**src/rtl/mul_seq_ctrl.sv**
```systemverilog
// Radix-2 shift-add multiply sequencer for the ALU MUL/MUL_APX path; holds the pipeline until the product is taken.
// Optional truncated approximate mode is built only when MUL_APX_TRUNC_EN is defined.
//
// state  | meaning
// IDLE   | waiting for start
// BUSY   | one shift-add step per cycle
// DONE   | result valid, waiting for ack
module mul_seq_ctrl #(
  parameter int WIDTH    = 32,
  parameter int APX_SKIP = 8
) (
  input  logic             clk,
  input  logic             reset_n,
  input  logic             start,
  input  logic             apx,
  input  logic [WIDTH-1:0] op_a,
  input  logic [WIDTH-1:0] op_b,
  input  logic             ack,
  input  logic             flush,
  output logic             busy,
  output logic             done,
  output logic             stall,
  output logic [WIDTH-1:0] result
);

  localparam int              CW         = (WIDTH > 1) ? $clog2(WIDTH) : 1;
  localparam logic [CW-1:0]   LAST_EXACT = CW'(WIDTH - 1);

  typedef enum logic [1:0] {
    S_IDLE,
    S_BUSY,
    S_DONE
  } state_t;

  state_t           state;
  state_t           state_nx;
  logic [WIDTH-1:0] acc;
  logic [WIDTH-1:0] mcand;
  logic [WIDTH-1:0] mplr;
  logic [WIDTH-1:0] acc_step;
  logic [WIDTH-1:0] load_mcand;
  logic [WIDTH-1:0] load_mplr;
  logic [CW-1:0]    count;
  logic [CW-1:0]    last_count;
  logic             load;
  logic             step;
  logic             finish;

`ifdef MUL_APX_TRUNC_EN
  localparam logic [CW-1:0] LAST_APX = CW'(WIDTH - APX_SKIP - 1);

  logic apx_q;

  always_ff @(posedge clk or negedge reset_n) begin
    if (!reset_n) begin
      apx_q <= 1'b0;
    end else if (load) begin
      apx_q <= apx;
    end
  end

  // Skipped multiplier bits never contribute, so pre-shift and run fewer steps.
  assign last_count = apx_q ? LAST_APX : LAST_EXACT;
  assign load_mcand = apx ? (op_a << APX_SKIP) : op_a;
  assign load_mplr  = apx ? (op_b >> APX_SKIP) : op_b;
`else
  logic unused_apx;

  assign unused_apx = apx;
  assign last_count = LAST_EXACT;
  assign load_mcand = op_a;
  assign load_mplr  = op_b;
`endif

  assign acc_step = mplr[0] ? (acc + mcand) : acc;

  always_ff @(posedge clk or negedge reset_n) begin
    if (!reset_n) begin
      state <= S_IDLE;
    end else begin
      state <= state_nx;
    end
  end

  always_comb begin
    state_nx = state;
    load     = 1'b0;
    step     = 1'b0;
    finish   = 1'b0;
    if (flush) begin
      state_nx = S_IDLE;
    end else begin
      case (state)
        S_IDLE: begin
          if (start) begin
            load     = 1'b1;
            state_nx = S_BUSY;
          end
        end
        S_BUSY: begin
          step = 1'b1;
          if (count == last_count) begin
            finish   = 1'b1;
            state_nx = S_DONE;
          end
        end
        S_DONE: begin
          if (ack) begin
            state_nx = S_IDLE;
          end
        end
        default: state_nx = S_IDLE;
      endcase
    end
  end

  always_comb begin
    busy  = (state == S_BUSY);
    done  = (state == S_DONE);
    stall = ((state == S_IDLE) && start && !flush) ||
            (state == S_BUSY) ||
            ((state == S_DONE) && !ack);
  end

  always_ff @(posedge clk or negedge reset_n) begin
    if (!reset_n) begin
      acc    <= '0;
      mcand  <= '0;
      mplr   <= '0;
      count  <= '0;
      result <= '0;
    end else if (load) begin
      acc    <= '0;
      mcand  <= load_mcand;
      mplr   <= load_mplr;
      count  <= '0;
    end else if (step) begin
      acc    <= acc_step;
      mcand  <= mcand << 1;
      mplr   <= mplr >> 1;
      count  <= count + CW'(1);
      // The last partial product is folded in on the same edge that enters DONE.
      if (finish) begin
        result <= acc_step;
      end
    end
  end

endmodule

```
**config.mk**
```make
export PLATFORM = sky130hd
export DESIGN_NAME = mul_seq_ctrl
export DESIGN_NICKNAME = d
export VERILOG_FILES = /design/src/rtl/mul_seq_ctrl.sv
export SDC_FILE = /design/constraint.sdc
export NUM_CORES = 1
export LEC_CHECK = 0
export BUFFER_PORTS_ARGS = -buffer_cell sky130_fd_sc_hd__buf_2
export CAP_MARGIN = 20
export CELL_PAD_IN_SITES_DETAIL_PLACEMENT = 1
export CELL_PAD_IN_SITES_GLOBAL_PLACEMENT = 2
export CORE_MARGIN = 10
export CORE_UTILIZATION = 32
export CTS_CLUSTER_SIZE = 12
export DETAILED_ROUTE_END_ITERATION = 6
export PLACE_DENSITY = 0.75
export SETUP_SLACK_MARGIN = 0.05
export SKIP_CTS_REPAIR_TIMING = 1
export SYNTH_ARGS = -nofsm -noshare
export SYNTH_HDL_FRONTEND = slang
export SYNTH_SLANG_ARGS = --single-unit
```
**constraint.sdc**
```tcl
create_clock -name clk -period 3.35 [get_ports clk]
set_clock_uncertainty 0.1 [all_clocks]
set_input_delay 1.005 -clock clk [delete_from_list [all_inputs] [get_ports clk]]
set_output_delay 1.005 -clock clk [all_outputs]
set_load 0.05 [all_outputs]
```
* Yosys cells after proc, flatten, opt, wreduce, memory -nomap -nowiden
Index checks and enable logic that the tools add are counted.
** Storage, ports and cells
- Register bits after elaboration :: 135
- Bits of input ports :: 70
- Output and inout port bits :: 35
- Logic and storage cells :: 48
** Cells by class
- Add/sub/neg operators :: 2
- Equal/unequal tests :: 6
- Mux-type cells :: 22
- Bitwise gates (word level) :: 1
- Reduce and logical (&&, ||, !) cells :: 11
** Operators with widths (count)
- $mux W32 :: 7
- $add A32 B32 Y32 :: 1
- $mux W5 :: 2
- $mux W1 :: 8
- $mux W2 :: 4
- $ne A3 B3 Y1 const B :: 2
- $pmux W2 S3 :: 1
- $reduce_and A3 Y1 :: 2
- $add A5 B1 Y5 const B :: 1
- $eq A5 B5 Y1 const B :: 1
- $logic_and A1 B1 Y1 :: 3
- $ne A3 B2 Y1 const B :: 1
- $eq A2 B1 Y1 const B :: 1
- $eq A2 B2 Y1 const B :: 1
- $logic_not A1 Y1 :: 2
- $logic_not A2 Y1 :: 1
- $logic_or A1 B1 Y1 :: 2
- $reduce_bool A2 Y1 :: 1
- $not A1 Y1 :: 1

* Depth between registers and ports, before layout
Gate-level depths: netlist (run 1).
- Word-level depth :: 5
- Depth in mapped cells :: 11

* Worst setup path before layout (run 1)
Ideal clock, no wire load.
- Path type :: input port to output port
- From :: in flush
- To :: out stall
- Arrival :: 2.602 ns
- Data required time :: 2.245 ns
- Slack :: -0.357 ns
- Stages on the path :: 5
- Path buffers :: 3
- Path through :: or4b_2 clkbuf_1 clkbuf_1 clkbuf_1 nand3_1
** Between the ends
- Cells in the longest elaborated chain, start to end :: 4
** Ends and longest elaborated chain
- start: declaration :: RTL line 19 : input logic flush,
- $logic_not A1 Y1 :: RTL line 120 : stall = ((state == S_IDLE) && start && !flush) ||
- $logic_and A1 B1 Y1 :: RTL line 120
- $logic_or A1 B1 Y1 :: RTL line 120
- $logic_or A1 B1 Y1 :: RTL line 121 : (state == S_BUSY) ||
- end: declaration :: RTL line 22 : output logic stall,
No other way between the ends.

* Worst setup path in the final report (run 1)
- From :: reg acc[0]
- To :: reg result[30]
** Between the ends
- Cells in the longest elaborated chain, start to end :: 2
** Ends and longest elaborated chain
- start: declaration :: RTL line 37 : logic [WIDTH-1:0] acc;
- start signal: assignment :: RTL line 138 : acc <= acc_step;
- $add A32 B32 Y32 :: RTL line 75 : assign acc_step = mplr[0] ? (acc + mcand) : acc;
- $mux W32 :: RTL line 75
- end signal: assignment :: RTL line 144 : result <= acc_step;
- end: declaration :: RTL line 23 : output logic [WIDTH-1:0] result
No other way between the ends.
A chain may end at the register's enable or synchronous reset.

==> results of run 1 <==
==> placed cells by master (no fill, tap or decap), types with 19 or more instances in the layout <==
cell type	count
o21ai_0	52
nand2_1	205
a22oi_1	54
dfrtp_1	134
ha_1	33
a21oi_1	32
nand3_1	26
buf_2	102
mux2i_1	24
xnor2_1	19
nor2_1	21
==> final timing paths <==
kind | start | end | slack, ns | depth (start not counted)
min in group asynchronous | reset_n | result[15] | 0.47 | 1
min | result[14] | result[14] | 0.36 | 2
max | acc[0] | result[30] | 0.20 | 11
max reg2reg | acc[0] | result[30] | 0.20 | 11
max in group asynchronous | reset_n | acc[29] | 1.94 | 2
min reg2reg | result[14] | result[14] | 0.36 | 2
==> power breakdown <==
group / leakage (nW) / switching (W) / internal (W)
sequential: 1.77 / 0.000268 / 0.00195
combinational: 2.39 / 0.00115 / 0.000794
clock: 0.318 / 0.000775 / 0.00135
total: 4.47 / 0.00219 / 0.00409
==> state kept, by name, indices dropped and copies added (netlist names) <==
| name | flops |
|---|---|
| acc | 32 |
| mcand | 32 |
| mplr | 32 |
| result | 32 |
| count | 5 |
| state | 2 |
==> kinds of logic (layout without fill, tap and decap cells) <==
kind of cell,Yosys count,after routing
XOR/XNOR,31,31
flip-flops,135,135
multiplexers,27,27
adder cells (fa/ha/maj),34,34
AO/OA/AOI/OAI,215,215
other,0,1
AND/OR/NAND/NOR,307,307
buffers and inverters,65,170
==> per-layer routing <==
metal	share of wire (%)	vias to the layer above	global-route usage [%]
li1	-	3069	-
met1	48	3057	19.7
met2	47	77	24.3
met3	3.1	19	3.33
met4	1.5	0	4.31
met5	0	-	0
==> critical path, cell delays in order, from the launching register on <==
cell	delay [ns]
dfrtp_1	0.40
ha_1	0.23
fa_1	0.41
a21o_1	0.23
a221oi_4	0.31
o21ai_2	0.12
a2111o_1	0.42
a31oi_4	0.26
nor3b_2	0.08
nor3_2	0.15
xor2_1	0.21
o21ai_1	0.09
==> final cells by class <==
cell class,instances,area (um^2),share of cell area (%)
multi-input combinational,614,3890,42.9
sequential,135,3380,37.3
timing repair buffer,122,677,7.47
clock buffer,18,439,4.85
tap,313,392,4.32
clock inverter,13,219,2.42
inverter,17,63.8,0.704
antenna,1,2.50,0.0276
==> metrics by stage <==
step,std cells,hold slack [ns]
after floorplan,814,0.346
after global placement,1200,0.347
after detailed placement,1200,0.351
after CTS,1231,0.365
after global routing,1232,0.386
final,1233,0.357
==> metrics, run 1 <==
FP Rows 55; simple-gate share of the synthesized area 18.1%; grt ovf 0; synthesis-stage register bit count 135; Worst-Skew Late Latency 0.43 ns; CP Launch Type register; Avg WL per Cell 18.0 um; Max-cap violations 0; Syn Inst Count 814; CTS buffer count 17; Post-Synth XOR/XNOR Area 3.64%; Final Util 39.8%; Final setup violation count 0; Max FO, Critical Path 3; Antenna Nets Post-Route 0; top_reg_cell synth dfrtp_1; clk root buf clkbuf_16; Tightest Pin Transition 0.627 ns; post-synthesis sequential area ratio 45.3%; placed inst area 0.00838 mm^2; leakage 4.47 nW; Post-synth EDFFs 0; Rel. slew slack 58.2%; CTS max path bufs 2; Power Density 694 mW/mm^2; max-slew violation total from the final report 0; mux cell area share after synthesis 3.67%; Syn Area/Cell 9.16 um^2; Mapped Area 0.00746 mm^2; die area 0.0298 mm^2; routability congestion estimate 0.795; final instance area 0.00906 mm^2; Top Ports 105; height of the die 173 um; Chip Width 173 um; first-pass GRT wire length 36,800 um; fmax 318 MHz; clock sink count 135; Post-synth top cells nand2_1 (206), dfrtp_1 (135), a22oi_1 (54); peak supply drop 290 uV; largest net degree at the start of global routing 64; dominant cells by area after synthesis dfrtp_1 (45%), nand2_1 (10%), ha_1 (5.5%); Async S/R FF share, synth 100%; Via-to-Cell Ratio 5.05; Synth Net Count 918; Tmin final 3.15 ns; Synth Area in Adders 5.81%; clock slew at reported path FFs 0.06 ns; WS Path Type register to register; Area Overhead vs Synth 21.5%; layout cell share with drive strength beyond 1 20.7%; setup TNS 0 ns; most common cell in the netlist nand2_1; DP Wirelength 16,000 um; vias in the first global route 6,763; routed vias 6,222; WL final 22,200 um; # nets final 1,011; final hold viol count 0; area leader, netlist dfrtp_1; number of remaining DRC errors 0; crit path DAT 3.35 ns; post-synth cell types 64; Fillers 2,637; Hold Path Class register to register; Tot GR Track Use 15.0%; IO Port Bufs 103; crit end category register; H-tree depth 4; largest family of logic cells by synthesized area compound AO/OA/AOI/OAI gates; initial DRC count 329; setup slack after layout 0.204 ns; Worst Path Required 3.55 ns; status completed; DP Worst Slack 0.0885 ns; Final Power 0.00628 W; Pre-antenna DRT Iters 4; RSZ-0062 raised after global routing no; period utilisation layout 93.9%; core area 0.0228 mm^2; Synth Area in Compound Gates 20.2%; synth warn 0; post-synth top area share 45.3%; CTS tree yes; Starting Density 32.7%; initial antenna violation count 1
No activity file was read; power rests on OpenSTA's default activity.
==> run 2, diff against run 1 <==
CORE_MARGIN = default   (was 10)
CORE_UTILIZATION = 36   (was 32)
PLACE_DENSITY = 0.8   (was 0.75)
clock period = 3.6 ns   (was 3.35 ns; I/O delays follow)
==> run 2 against run 1 <==
  * Flip-flop and latch count is the same
  * Worst setup slack worse by 0.011 ns
  * Final cell count fell by 3.7%
  * Combinational power is 9% lower
  * Global-route usage is 5.5 points higher
  * Die area down 29%
  * Utilization is 4.1 points higher
  * Clock power is 19% lower
  * Register-to-register slack better by 0.12 ns
  * Critical path type is now input pin to output pin
  * Critical endpoint is now stall
  * Largest cell class unchanged
  * Largest power group unchanged
==> metrics, run 2 (same netlist as run 1, synthesis figures left out) <==
status completed (unchanged); largest net degree at the start of global routing 72 (was 64); Pre-antenna DRT Iters 4 (unchanged); WL final 20,700 um (was 22,200 um); Top cell by count, worst path buf_2; Max-cap violations 0 (unchanged); die area 0.0213 mm^2 (was 0.0298 mm^2); Tightest Pin Transition 0.751 ns (was 0.627 ns); reg-to-reg setup timing slack 0.32 ns (was 0.20 ns); part of the power in combinational logic 31.8% (was 30.9%); height of the die 146 um (was 173 um); cell family with most CP delay simple AND/OR/NAND/NOR gates (was compound AO/OA/AOI/OAI gates); clock power share 30.7% (was 33.8%); initial DRC count 279 (was 329); Psw 0.00200 W (was 0.00219 W); initial antenna violation count 0 (was 1); crit path max-delay cell type or4b_2 (was a2111o_1); core area 0.0203 mm^2 (was 0.0228 mm^2); Via-to-Cell Ratio 5.26 (was 5.05); Tmin final 3.41 ns; leakage 4.43 nW (was 4.47 nW); reg2reg path depth 11 (unchanged); Critical R2R Capture result[28] (was result[30]); DP Wirelength 14,500 um (was 16,000 um); Tot GR Track Use 20.5% (was 15.0%); max-slew violation total from the final report 0 (unchanged); crit path DAT 2.23 ns (was 3.35 ns); WS Path Type input pin to output pin (was register to register); clock sink count 135 (unchanged); setup TNS 0 ns (unchanged); IO Port Bufs 103 (unchanged); WP buf/inv 2 (was 0); Rel. slew slack 50.0% (was 58.2%); Hold Crit Start result[10] (was result[14]); CTS tree yes (unchanged); placed inst area 0.00834 mm^2 (was 0.00838 mm^2); first-pass GRT wire length 34,500 um (was 36,800 um); switching part of the total 35.9% (was 34.9%); final hold viol count 0 (unchanged); most common cell after layout, fill and taps aside nand2_1 (unchanged); Max FO, Critical Path 5 (was 3); peak supply drop 358 uV (was 290 uV); Critical Path Start flush (was acc[0]); Top Ports 105 (unchanged); period utilisation layout 94.7%; CTS buffer count 17 (unchanged); commonest cells after routing, fill and taps aside nand2_1 (205), dfrtp_1 (134), buf_2 (102) (unchanged); clock slew at reported path FFs 0.06 ns (about the same); H-tree depth 4 (unchanged); reg-to-reg critical path startpoint acc[0] (unchanged); Avg WL per Cell 17.4 um (was 18.0 um); Chip Width 146 um (was 173 um); n_diodes 0 (was 1); Int Pwr 0.00358 W (was 0.00409 W); Min Hold Slack 0.361 ns (was 0.357 ns); vias in the first global route 6,584 (was 6,763); register area 0.00338 mm^2 (unchanged); layout cell share with drive strength beyond 1 20.3% (was 20.7%); Final Util 43.9% (was 39.8%); crit end category output pin (was register); Antenna Nets Post-Route 0 (unchanged); FP Rows 52 (was 55); grt ovf 0 (unchanged); fmax 293 MHz; number of remaining DRC errors 0 (unchanged); CP Cell Sequence buf_2 > or4b_2 > nand3_4 > buf_2 (was ha_1 > fa_1 > a21o_1 > a221oi_4 > o21ai_2 > a2111o_1 > a31oi_4 > nor3b_2 > nor3_2 > xor2_1 > o21ai_1); Fillers 2,378 (was 2,637); CP Launch Type input pin (was register); Area Overhead vs Synth 19.5% (was 21.5%); Starting Density 36.7% (was 32.7%); routed vias 6,247 (was 6,222); WHS Path Cells 2 (unchanged); Power Density 626 mW/mm^2 (was 694 mW/mm^2); hold path endpoint result[10] (was result[14]); Worst Path Required 2.42 ns (was 3.55 ns); Hold Path Class register to register (unchanged); routability congestion estimate 0.796 (was 0.795); sequential share of power 37.5% (was 35.2%); RSZ-0062 raised after global routing no (unchanged); Final setup violation count 0 (unchanged); final instance area 0.00891 mm^2 (was 0.00906 mm^2); CTS max path bufs 2 (unchanged); Largest stage delay, worst path 0.67 ns (was 0.42 ns); multi-input logic area 0.00387 mm^2 (was 0.00389 mm^2); clk root buf clkbuf_16 (unchanged); Worst-Skew Late Latency 0.43 ns (about the same); # nets final 1,009 (was 1,011)
## run 2: worst max-delay path by stage
| stage | slack, ns | cells past startpoint | end |
|---|---|---|---|
| floorplan | 0.07 | 5 | stall |
| finish | 0.19 | 4 | stall |
| global route | 0.14 | 11 | result[30] |
| global placement | 0.19 | 4 | stall |
| CTS | 0.19 | 4 | stall |
| detailed placement | 0.19 | 4 | stall |
## run 2: stage by stage
stage | power, W | cells | setup WS, ns
detailed placement | 0.00389 | 1156 | 0.189
finish | 0.00558 | 1187 | 0.192
CTS | 0.00565 | 1187 | 0.192
global placement | 0.00384 | 1156 | 0.194
global route | 0.00595 | 1187 | 0.143
floorplan | 0.00337 | 814 | 0.0667
## run 2: routing by layer
metal	GRT usage, %	vias up	routed length [um]
met2	34.4	83	9890
met3	3.42	22	494
met4	6.58	0	318
li1	-	3063	-
met1	27.0	3079	9970
met5	0	-	0
## run 2: power by group through the flow
stage          logic, W  clock network [W]  registers [W]
5_1_grt         0.00201            0.00181        0.00214
3_3_place_gp    0.00174                  0        0.00210
6_report        0.00177            0.00172        0.00209
3_5_place_dp    0.00178                  0        0.00211
2_1_floorplan   0.00138                  0        0.00200
4_1_cts         0.00179            0.00177        0.00209
## run 2: area by class of cell
| class | instances | share of cell area (%) |
|---|---|---|
| clock buffers | 19 | 4.97 |
| flip-flops and latches | 135 | 37.9 |
| inverters | 17 | 0.716 |
| clock inverters | 12 | 1.46 |
| well taps | 270 | 3.79 |
| repair buffers | 120 | 7.71 |
| multi-input cells | 614 | 43.4 |
## run 2: worst min-delay path, delay by kind of cell, from the launching register on
family	cells	cell delay (ns)
flops	1	0.34
simple gates	2	0.10
==> run 3, diff against run 2 <==
ABC_AREA = 1   (was default)
CORE_UTILIZATION = 33   (was 36)
PLACE_DENSITY = 0.79   (was 0.8)
REMOVE_ABC_BUFFERS = 1   (was default)
==> run 3 against run 2 <==
  * Wire length is 18% higher
  * Via count up 22%
  * Non-clock buffer count decreased by 4
  * Largest cell class unchanged
  * Flip-flop and latch count stayed put
  * Worst setup slack gained 0.51 ns
  * Critical endpoint unchanged
  * Die area rose by 20%
  * Register-to-register slack improved by 0.70 ns
  * Synthesized area is 10% higher
  * Clock power grew 5%
  * Critical path depth is 1 higher
  * Utilization down 4.2 points
  * Synthesized cell count grew 41%
==> metrics, run 3 <==
status completed (unchanged); synthesis-stage register bit count 135 (unchanged); vias in the first global route 8,056 (was 6,584); crit path DAT 1.71 ns (was 2.23 ns); clock sink count 135 (unchanged); n_diodes 0 (unchanged); RSZ-0062 raised after global routing no (unchanged); Syn Area/Cell 7.16 um^2 (was 9.16 um^2); Post-synth top cells nand2_1 (400), inv_1 (198), dfrtp_1 (135) (was nand2_1 (206), dfrtp_1 (135), a22oi_1 (54)); Syn Inst Count 1,148 (was 814); Pre-antenna DRT Iters 5 (was 4); CTS tree yes (unchanged); WL final 24,300 um (was 20,700 um); die area 0.0255 mm^2 (was 0.0213 mm^2); grt ovf 0 (unchanged); number of cells on the critical path 5 (was 4); Post-synth EDFFs 0 (unchanged); Fillers 3,144 (was 2,378); DP Wirelength 18,000 um (was 14,500 um); CTS buffer count 17 (unchanged); Avg WL per Cell 15.4 um (was 17.4 um); # nets final 1,347 (was 1,009); Largest stage delay, worst path 0.29 ns (was 0.67 ns); Top cell by count, worst path buf_2 (unchanged); H-tree depth 4 (unchanged); dominant cells by area after synthesis dfrtp_1 (41%), nand2_1 (18%), inv_1 (9.0%) (was dfrtp_1 (45%), nand2_1 (10%), ha_1 (5.5%)); Chip Width 160 um (was 146 um); Area Overhead vs Synth 17.9% (was 19.5%); setup slack after layout 0.706 ns (was 0.192 ns); most common cell in the netlist nand2_1 (unchanged); Mapped Area 0.00822 mm^2 (was 0.00746 mm^2); most common cell after layout, fill and taps aside nand2_1 (unchanged); fmax 346 MHz (was 293 MHz); Starting Density 33.7% (was 36.7%); Antenna Nets Post-Route 0 (unchanged); Tightest Pin Transition 0.771 ns (was 0.751 ns); synth warn 0 (unchanged); WHS Path Cells 1 (was 2); CTS max path bufs 2 (unchanged); Hold Path Class register to register (unchanged); max-slew violation total from the final report 0 (unchanged); peak supply drop 300 uV (was 358 uV); initial DRC count 278 (was 279); top_reg_cell synth dfrtp_1 (unchanged); number of remaining DRC errors 0 (unchanged); CP Launch Type input pin (unchanged); FP Rows 57 (was 52); setup TNS 0 ns (unchanged); final hold viol count 0 (unchanged); Power Density 650 mW/mm^2 (was 626 mW/mm^2); Worst Path Required 2.42 ns (about the same); layout cell share with drive strength beyond 1 13.7% (was 20.3%); Tmin final 2.89 ns (was 3.41 ns); crit end category output pin (unchanged); post-synth cell types 35 (was 64); height of the die 160 um (was 146 um); post-synth top area share 41.1% (was 45.3%); WS Path Type input pin to output pin (unchanged); Tot GR Track Use 20.2% (was 20.5%); area leader, netlist dfrtp_1 (unchanged); Max FO, Critical Path 3 (was 5); largest net degree at the start of global routing 58 (was 72); CP Cell Sequence buf_2 > inv_2 > nand3_4 > o211ai_1 > buf_2 (was buf_2 > or4b_2 > nand3_4 > buf_2); leakage 5.38 nW (was 4.43 nW); DP Worst Slack 0.702 ns (was 0.189 ns); Rel. slew slack 48.6% (was 50.0%); clock slew at reported path FFs 0.06 ns (about the same); register area 0.00338 mm^2 (about the same); Async S/R FF share, synth 100% (unchanged); cell family with most CP delay buffers and inverters (was simple AND/OR/NAND/NOR gates); Via-to-Cell Ratio 4.81 (was 5.26); commonest cells after routing, fill and taps aside nand2_1 (400), inv_1 (198), dfrtp_1 (135) (was nand2_1 (205), dfrtp_1 (134), buf_2 (102)); Top Ports 105 (unchanged); clk root buf clkbuf_16 (unchanged); Final setup violation count 0 (unchanged); initial antenna violation count 0 (unchanged); reg2reg path depth 12 (was 11); multi-input logic area 0.00389 mm^2 (was 0.00387 mm^2); routed vias 7,598 (was 6,247); post-synthesis sequential area ratio 41.1% (was 45.3%); core area 0.0244 mm^2 (was 0.0203 mm^2); Worst-Skew Late Latency 0.43 ns (about the same); Max-cap violations 0 (unchanged); first-pass GRT wire length 41,200 um (was 34,500 um); IO Port Bufs 103 (unchanged); routability congestion estimate 0.858 (was 0.796); WP buf/inv 3 (was 2); period utilisation layout 80.4% (was 94.7%); crit path max-delay cell type buf_2 (was or4b_2)
-- run 3: changes by cell type after synthesis, moves of 24 or more --
cell / previous run / this run
a22oi_1: 54 / 0
o221ai_1: 0 / 50
nand3_1: 27 / 94
inv_1: 17 / 198
nand2_1: 206 / 400
mux2i_1: 24 / 0
-- run 3: kinds of logic (layout without fill, tap and decap cells) --
logic type | after synthesis | after routing | share of synthesized area, %
xor gates and xnor gates | 15 | 15 | 1.60
adders and majority gates | 34 | 34 | 5.27
buffers and inverters | 245 | 353 | 11.5
AOI/OAI and AO/OA | 154 | 154 | 12.2
and+or+nand+nor | 565 | 565 | 28.3
DFF | 135 | 135 | 41.1
-- run 3: final timing paths --
kind / start / end / slack [ns]
max: flush / stall / 0.71
min: count[3] / count[3] / 0.36
max reg2reg: acc[0] / result[28] / 1.02
min reg2reg: count[3] / count[3] / 0.36
max in group asynchronous: reset_n / result[20] / 2.10
min in group asynchronous: reset_n / mplr[4] / 0.52
-- run 3: power by group --
part	internal [W]	switching, W
clock network	0.00107	0.000743
logic	0.000855	0.00160
registers	0.00183	0.000198
-- run 3: metal layers --
layer,GRT usage [%],share of wire (%)
met1,27.5,50
met2,33.3,46
met3,4.00,3.7
met4,4.46,0.71
met5,0,0
-- run 3: through the flow --
step                      std cells  hold slack, ns  total power [W]  utilization, %  instance area [um^2]
after floorplan                1108           0.335          0.00378               -                  8040
after global placement         1548           0.351          0.00446            37.3                  9090
after detailed placement       1548           0.352          0.00452            37.3                  9090
after CTS                      1580           0.361          0.00638            39.7                  9680
after global routing           1580           0.396          0.00682            39.7                  9680
final                          1580           0.358          0.00629            39.7                  9680
-- run 3: cell type report --
class | count | share of cell area (%)
clock buffers | 20 | 4.72
clock inverters | 12 | 1.45
well taps | 324 | 4.19
multi-input cells | 768 | 40.2
repair buffers | 116 | 6.65
flip-flops and latches | 135 | 34.9
inverters | 205 | 7.95
